## src/rtl/decode_stage_if.sv

```systemverilog
// Fetch-beat type plus the bundled upstream/downstream handshake for the decode stage.
// The slave modport is the decode stage's side; master is the driving environment.
package decode_stage_pkg;
    typedef struct packed {
        logic [31:0] pc;
        logic [31:0] pc_4;
        logic [31:0] instr;
    } fetch_data;
endpackage

interface decode_stage_if;
    import decode_stage_pkg::*;

    logic        flush;
    logic        valid_in;
    fetch_data   data_in;
    logic        ready_in;
    logic        valid_out;
    logic        ready_out;
    logic [31:0] pc_out;
    logic [4:0]  rd;
    logic [4:0]  rs1;
    logic [4:0]  rs2;
    logic [31:0] imm;
    logic        uses_rs1;
    logic        uses_rs2;
    logic        writes_rd;
    logic [1:0]  fu_type;
    logic        illegal;
    logic [31:0] decode_count;

    modport slave (
        input  flush, valid_in, data_in, ready_out,
        output ready_in, valid_out, pc_out, rd, rs1, rs2, imm,
               uses_rs1, uses_rs2, writes_rd, fu_type, illegal, decode_count
    );

    modport master (
        output flush, valid_in, data_in, ready_out,
        input  ready_in, valid_out, pc_out, rd, rs1, rs2, imm,
               uses_rs1, uses_rs2, writes_rd, fu_type, illegal, decode_count
    );
endinterface

```

## src/rtl/decode_stage.sv

```systemverilog
// RV32I decode stage: decodes an accepted fetch beat into a single registered slot
// for rename, with valid/ready backpressure toward fetch and a flush that empties the slot.
module decode_stage
    import decode_stage_pkg::*;
(
    input  logic          clk,
    input  logic          reset,
    decode_stage_if.slave bus
);
    localparam logic [1:0] FU_ALU    = 2'd0;
    localparam logic [1:0] FU_BRANCH = 2'd1;
    localparam logic [1:0] FU_LSU    = 2'd2;
    localparam logic [1:0] FU_NONE   = 2'd3;

    localparam logic [6:0] OP_OP     = 7'b0110011;
    localparam logic [6:0] OP_OPIMM  = 7'b0010011;
    localparam logic [6:0] OP_LUI    = 7'b0110111;
    localparam logic [6:0] OP_AUIPC  = 7'b0010111;
    localparam logic [6:0] OP_JAL    = 7'b1101111;
    localparam logic [6:0] OP_JALR   = 7'b1100111;
    localparam logic [6:0] OP_BRANCH = 7'b1100011;
    localparam logic [6:0] OP_LOAD   = 7'b0000011;
    localparam logic [6:0] OP_STORE  = 7'b0100011;

    logic [31:0] w_instr;
    logic [6:0]  w_opcode;
    logic [31:0] w_imm_i, w_imm_s, w_imm_b, w_imm_u, w_imm_j;
    logic [31:0] w_imm;
    logic        w_uses_rs1, w_uses_rs2, w_rd_field_used, w_writes_rd;
    logic [1:0]  w_fu_type;
    logic        w_illegal;
    logic        w_ready_in;
    logic        w_accept;
    logic        w_unused_pc_4;

    logic        r_valid;
    logic [31:0] r_pc;
    logic [4:0]  r_rd, r_rs1, r_rs2;
    logic [31:0] r_imm;
    logic        r_uses_rs1, r_uses_rs2, r_writes_rd;
    logic [1:0]  r_fu_type;
    logic        r_illegal;
    logic [31:0] r_decode_count;

    assign w_instr       = bus.data_in.instr;
    assign w_opcode      = w_instr[6:0];
    assign w_unused_pc_4 = ^bus.data_in.pc_4;

    assign w_imm_i = {{20{w_instr[31]}}, w_instr[31:20]};
    assign w_imm_s = {{20{w_instr[31]}}, w_instr[31:25], w_instr[11:7]};
    assign w_imm_b = {{19{w_instr[31]}}, w_instr[31], w_instr[7], w_instr[30:25], w_instr[11:8], 1'b0};
    assign w_imm_u = {w_instr[31:12], 12'b0};
    assign w_imm_j = {{11{w_instr[31]}}, w_instr[31], w_instr[19:12], w_instr[20], w_instr[30:21], 1'b0};

    always_comb begin
        w_fu_type       = FU_NONE;
        w_illegal       = 1'b0;
        w_uses_rs1      = 1'b0;
        w_uses_rs2      = 1'b0;
        w_rd_field_used = 1'b0;
        w_imm           = 32'd0;
        case (w_opcode)
            OP_OP: begin
                w_fu_type = FU_ALU; w_uses_rs1 = 1'b1; w_uses_rs2 = 1'b1; w_rd_field_used = 1'b1;
            end
            OP_OPIMM: begin
                w_fu_type = FU_ALU; w_uses_rs1 = 1'b1; w_rd_field_used = 1'b1; w_imm = w_imm_i;
            end
            OP_LUI, OP_AUIPC: begin
                w_fu_type = FU_ALU; w_rd_field_used = 1'b1; w_imm = w_imm_u;
            end
            OP_JAL: begin
                w_fu_type = FU_BRANCH; w_rd_field_used = 1'b1; w_imm = w_imm_j;
            end
            OP_JALR: begin
                w_fu_type = FU_BRANCH; w_uses_rs1 = 1'b1; w_rd_field_used = 1'b1; w_imm = w_imm_i;
            end
            OP_BRANCH: begin
                w_fu_type = FU_BRANCH; w_uses_rs1 = 1'b1; w_uses_rs2 = 1'b1; w_imm = w_imm_b;
            end
            OP_LOAD: begin
                w_fu_type = FU_LSU; w_uses_rs1 = 1'b1; w_rd_field_used = 1'b1; w_imm = w_imm_i;
            end
            OP_STORE: begin
                w_fu_type = FU_LSU; w_uses_rs1 = 1'b1; w_uses_rs2 = 1'b1; w_imm = w_imm_s;
            end
            default: begin
                w_illegal = 1'b1;
            end
        endcase
    end

    // x0 is never a real destination, so rename must not allocate for it.
    assign w_writes_rd = w_rd_field_used && (w_instr[11:7] != 5'd0);

    assign w_ready_in = !bus.flush && (!r_valid || bus.ready_out);
    assign w_accept   = bus.valid_in && w_ready_in;

    always_ff @(posedge clk or posedge reset) begin
        if (reset) begin
            r_valid        <= 1'b0;
            r_pc           <= 32'd0;
            r_rd           <= 5'd0;
            r_rs1          <= 5'd0;
            r_rs2          <= 5'd0;
            r_imm          <= 32'd0;
            r_uses_rs1     <= 1'b0;
            r_uses_rs2     <= 1'b0;
            r_writes_rd    <= 1'b0;
            r_fu_type      <= FU_NONE;
            r_illegal      <= 1'b0;
            r_decode_count <= 32'd0;
        end else if (bus.flush) begin
            r_valid <= 1'b0;
        end else if (w_accept) begin
            r_valid        <= 1'b1;
            r_pc           <= bus.data_in.pc;
            r_rd           <= w_instr[11:7];
            r_rs1          <= w_instr[19:15];
            r_rs2          <= w_instr[24:20];
            r_imm          <= w_imm;
            r_uses_rs1     <= w_uses_rs1;
            r_uses_rs2     <= w_uses_rs2;
            r_writes_rd    <= w_writes_rd;
            r_fu_type      <= w_fu_type;
            r_illegal      <= w_illegal;
            r_decode_count <= r_decode_count + 32'd1;
        end else if (bus.ready_out) begin
            r_valid <= 1'b0;
        end
    end

    assign bus.ready_in     = w_ready_in;
    assign bus.valid_out    = r_valid;
    assign bus.pc_out       = r_pc;
    assign bus.rd           = r_rd;
    assign bus.rs1          = r_rs1;
    assign bus.rs2          = r_rs2;
    assign bus.imm          = r_imm;
    assign bus.uses_rs1     = r_uses_rs1;
    assign bus.uses_rs2     = r_uses_rs2;
    assign bus.writes_rd    = r_writes_rd;
    assign bus.fu_type      = r_fu_type;
    assign bus.illegal      = r_illegal;
    assign bus.decode_count = r_decode_count;
endmodule

```

## src/flat_wrapper.sv

```systemverilog
// flat-port wrapper written by rule: the top's interface ports become plain ports
module decode_stage_flat import decode_stage_pkg::*;
  (clk, reset, bus_flush, bus_valid_in, bus_data_in, bus_ready_out, bus_ready_in, bus_valid_out, bus_pc_out, bus_rd, bus_rs1, bus_rs2, bus_imm, bus_uses_rs1, bus_uses_rs2, bus_writes_rd, bus_fu_type, bus_illegal, bus_decode_count);
  decode_stage_if bus_i ();
  input  logic clk;
  input  logic reset;
  input wire logic [$bits(bus_i.flush)-1:0] bus_flush;
  input wire logic [$bits(bus_i.valid_in)-1:0] bus_valid_in;
  input wire logic [$bits(bus_i.data_in)-1:0] bus_data_in;
  input wire logic [$bits(bus_i.ready_out)-1:0] bus_ready_out;
  output wire logic [$bits(bus_i.ready_in)-1:0] bus_ready_in;
  output wire logic [$bits(bus_i.valid_out)-1:0] bus_valid_out;
  output wire logic [$bits(bus_i.pc_out)-1:0] bus_pc_out;
  output wire logic [$bits(bus_i.rd)-1:0] bus_rd;
  output wire logic [$bits(bus_i.rs1)-1:0] bus_rs1;
  output wire logic [$bits(bus_i.rs2)-1:0] bus_rs2;
  output wire logic [$bits(bus_i.imm)-1:0] bus_imm;
  output wire logic [$bits(bus_i.uses_rs1)-1:0] bus_uses_rs1;
  output wire logic [$bits(bus_i.uses_rs2)-1:0] bus_uses_rs2;
  output wire logic [$bits(bus_i.writes_rd)-1:0] bus_writes_rd;
  output wire logic [$bits(bus_i.fu_type)-1:0] bus_fu_type;
  output wire logic [$bits(bus_i.illegal)-1:0] bus_illegal;
  output wire logic [$bits(bus_i.decode_count)-1:0] bus_decode_count;
  assign bus_i.flush = bus_flush;
  assign bus_i.valid_in = bus_valid_in;
  assign bus_i.data_in = bus_data_in;
  assign bus_i.ready_out = bus_ready_out;
  assign bus_ready_in = bus_i.ready_in;
  assign bus_valid_out = bus_i.valid_out;
  assign bus_pc_out = bus_i.pc_out;
  assign bus_rd = bus_i.rd;
  assign bus_rs1 = bus_i.rs1;
  assign bus_rs2 = bus_i.rs2;
  assign bus_imm = bus_i.imm;
  assign bus_uses_rs1 = bus_i.uses_rs1;
  assign bus_uses_rs2 = bus_i.uses_rs2;
  assign bus_writes_rd = bus_i.writes_rd;
  assign bus_fu_type = bus_i.fu_type;
  assign bus_illegal = bus_i.illegal;
  assign bus_decode_count = bus_i.decode_count;
  decode_stage u_core (.clk(clk), .reset(reset), .bus(bus_i));
endmodule
```

## config.mk

```make
export PLATFORM = sky130hd
export DESIGN_NAME = decode_stage_flat
export DESIGN_NICKNAME = d
export VERILOG_FILES = /design/src/rtl/decode_stage_if.sv /design/src/rtl/decode_stage.sv /design/src/flat_wrapper.sv
export SDC_FILE = /design/constraint.sdc
export NUM_CORES = 1
export LEC_CHECK = 0
export BUFFER_PORTS_ARGS = -buffer_cell sky130_fd_sc_hd__buf_2
export CAP_MARGIN = 20
export CORE_MARGIN = 2
export CORE_UTILIZATION = 51
export DETAILED_ROUTE_END_ITERATION = 10
export GPL_TIMING_DRIVEN = 0
export MAX_ROUTING_LAYER = met4
export PLACE_DENSITY = 0.85
export REMOVE_ABC_BUFFERS = 1
export SLEW_MARGIN = 20
export SYNTH_ARGS = -nofsm -noshare
export SYNTH_HDL_FRONTEND = slang
export SYNTH_SLANG_ARGS = --single-unit
```

## constraint.sdc

```tcl
create_clock -name clk -period 9.56 [get_ports clk]
set_input_delay 1.912 -clock clk [delete_from_list [all_inputs] [get_ports clk]]
set_output_delay 1.912 -clock clk [all_outputs]
set_load 0.05 [all_outputs]
```

==> results.txt <==
status = finished clean
r2r setup slk = 7370 ps
final setup vio count = 0
multi-input logic area = 2030 µm²
switching share of power = 35.8%
layout cells sized above 1 = 34.5%
setup_tns = 0 ps
Setup CP Type = primary input to primary output
post-synth top area share = 56.8%
Required @ worst endpoint = 7650 ps
top cells by area, synth = dfrtp_1, nand2_1, xnor2_1
Hold-fix buffers, CTS = 0
RSZ-0062 raised after global routing = no
CP Capture Type = primary output
Max Fclk = 209 MHz
simple-gate share of the synthesized area = 25.4%
vias in the first global route = 4622
Worst-path clk slew = 60 ps
Reg-to-Reg End = u_core.bus.imm[12]
Placed Cells = 823
Max VDD drop = 119 µV
initial antenna violation count = 0
top-count cell post-synth = nand2_1
Final Hold Fails = 0
antenna cell count = 0
Reg area = 2960 µm²
Avg WL per Cell = 15.2 µm
Gate power share = 23.8%
Critical Path Slowest Stage Cell = nor2b_1
final worst setup slack = 4790 ps
total global routing overflow = 0
clock root cell = clkbuf_8
Worst-Skew Late Latency = 500 ps
drt initial violations = 281
YS warnings = 0
GPL Wtd Cong = 0.819
Seq/Total Area, Yosys = 57.8%
Synth Area in Compound Gates = 7.93%
Placement Setup Slack = 4850 ps
Setup crit end = bus_ready_in
Gate Count Post-Synth = 524
Total Wirelength = 13.0 mm
io pins = 220
cell taking the most area after synthesis = dfrtp_1
H-tree level count = 4
Tcrit/Tclk final = 49.9%
ys async rst share = 100%
Starting Density = 52.5%
Clock Sinks = 118
Rel. slew slack = 45.0%
Worst R2R Path Depth = 4
fin. max-slew vios = 0
post_cts resized = 0
Slew @ Worst Pin = 818 ps
PwrDens = 226 nW/µm²
CTS Buf Count = 17
EDFF count, synth = 0
layout net count = 811
Initial DRT Pass Iterations = 6
largest net degree at the start of global routing = 68
DRC violations left = 0
largest family of logic cells by synthesized area = simple AND/OR/NAND/NOR gates
post-route antenna net violation count = 0
Final Hold Slack = 467 ps
CTS tree = built
Syn Area/Cell = 9.75 µm²
Max Root-Sink Buffers = 2
Flop pwr share = 38.7%
mux cell area share after synthesis = 0.294%
Fillers = 736
worst r2r src = u_core.bus.valid_out
synthesized area = 5110 µm²
LEAKAGE = 3.68 nW
CP Max Fanout = 6
main flop type after synthesis = dfrtp_1
CP cell instances = buf_2, nor2b_1, nor2_1, buf_2
global-route wire length before repair = 22.0 mm
Setup crit start kind = primary input
HP Class = register to register
design area = 6760 µm²
fin cells = 855
crit-path most repeated cell = buf_2
Area Growth Syn to Fin = 32.2%
Switching Power = 545 µW
die area = 10800 µm²
DR vias = 4565
area of the core = 9730 µm²
Die Ht = 104 µm
post-detailed-placement half-perimeter wirelength = 9.00 mm
GRT Util Overall = 25.7%
Power Total = 1.52 mW
slowest stage delay, CP = 540 ps
XOR/XNOR Fraction of Synth Area = 5.31%
routed vias/inst = 5.34
fin util = 69.4%
Clock Skews = 4.49 ps
clock share of power = 37.6%
Int Pwr = 979 µW
# rows = 36
WP data arrival = 2860 ps
Post-Place Cell Area = 6210 µm²
# port buffers = 187
synth cell count leaders = nand2_1, dfrtp_1, nor2_1
max-cap violations = 0
final worst path period need = 4770 ps
Die W = 104 µm
Adder-Cell Fraction of Synth Area = 0.245%
#FFs+latches synth = 118
post-CTS setup buffers = 0
Yosys cell types = 46
Crit. Startpoint = bus_ready_out
## cell usage in the layout, fill, tap and decap left out, types with 5 or more instances in the layout
master,netlist,routed
nand3_1,22,22
xnor2_1,27,27
nand4_1,14,14
a211oi_1,9,9
a21oi_1,5,5
buf_2,14,188
clkinvlp_4,0,7
dfrtp_1,116,116
a211o_2,10,10
nor3_1,5,5
nor2_1,34,33
o21ai_0,15,15
and3_1,15,15
clkbuf_16,0,16
nand2_1,175,175
## cell families (layout without fill, tap and decap cells)
family          Yosys count  in the layout
compound gates           54             54
simple gates            288            288
xor+xnor                 31             31
fa+ha+maj                 1              1
mux                       1              1
buf+inv                  31            229
flops                   118            118
## how the worst min path moves through the flow
stage                          start               endpoint  slack, ps  cells after the start
3_5_place_dp       u_core.bus.imm[7]      u_core.bus.imm[7]        460                      2
2_1_floorplan  u_core.bus.fu_type[1]  u_core.bus.fu_type[1]        590                      2
4_1_cts            u_core.bus.imm[7]      u_core.bus.imm[7]        470                      2
6_report           u_core.bus.imm[7]      u_core.bus.imm[7]        470                      2
5_1_grt        u_core.bus.pc_out[14]  u_core.bus.pc_out[14]        490                      2
3_3_place_gp     u_core.bus.uses_rs2    u_core.bus.uses_rs2        450                      2
## state kept, by name, summed over array words and instances (netlist names)
signal                   cells
u_core.bus.decode_count     32
u_core.bus.fu_type           2
u_core.bus.illegal           1
u_core.bus.imm              32
u_core.bus.pc_out           32
u_core.bus.rd                5
u_core.bus.rs1               5
u_core.bus.rs2               5
u_core.bus.uses_rs1          1
u_core.bus.uses_rs2          1
u_core.bus.valid_out         1
u_core.bus.writes_rd         1
## layer usage
metal	share of wire, %	global-route usage (%)	vias to the layer above	wire length, µm
met3	7.1	6.64	26	922
met4	1.9	10.5	0	249
met2	49	40.8	200	6380
li1	-	-	2132	-
met5	0	-	-	0
met1	42	31.6	2207	5410
## power by group through the flow
stage               sequential [mW]  clock (mW)  combinational, mW
floorplan                     0.779           0             0.0758
global placement              0.594           0              0.354
detailed placement            0.596           0              0.365
CTS                           0.589       0.582              0.365
global route                  0.596       0.606              0.384
finish                        0.589       0.573              0.362
## cell type report
cell class | count | area share (%)
sequential | 118 | 43.7
multi-input combinational | 375 | 30.1
timing repair buffer | 193 | 15.3
clock buffer | 17 | 6.13
tap | 133 | 2.46
clock inverter | 15 | 1.96
inverter | 4 | 0.296
## worst max-delay path: cells and delay by family
kind / cells / cell delay [ps]
simple gates: 2 / 610
buf+inv: 2 / 330
No activity file was read; power rests on OpenSTA's default activity.
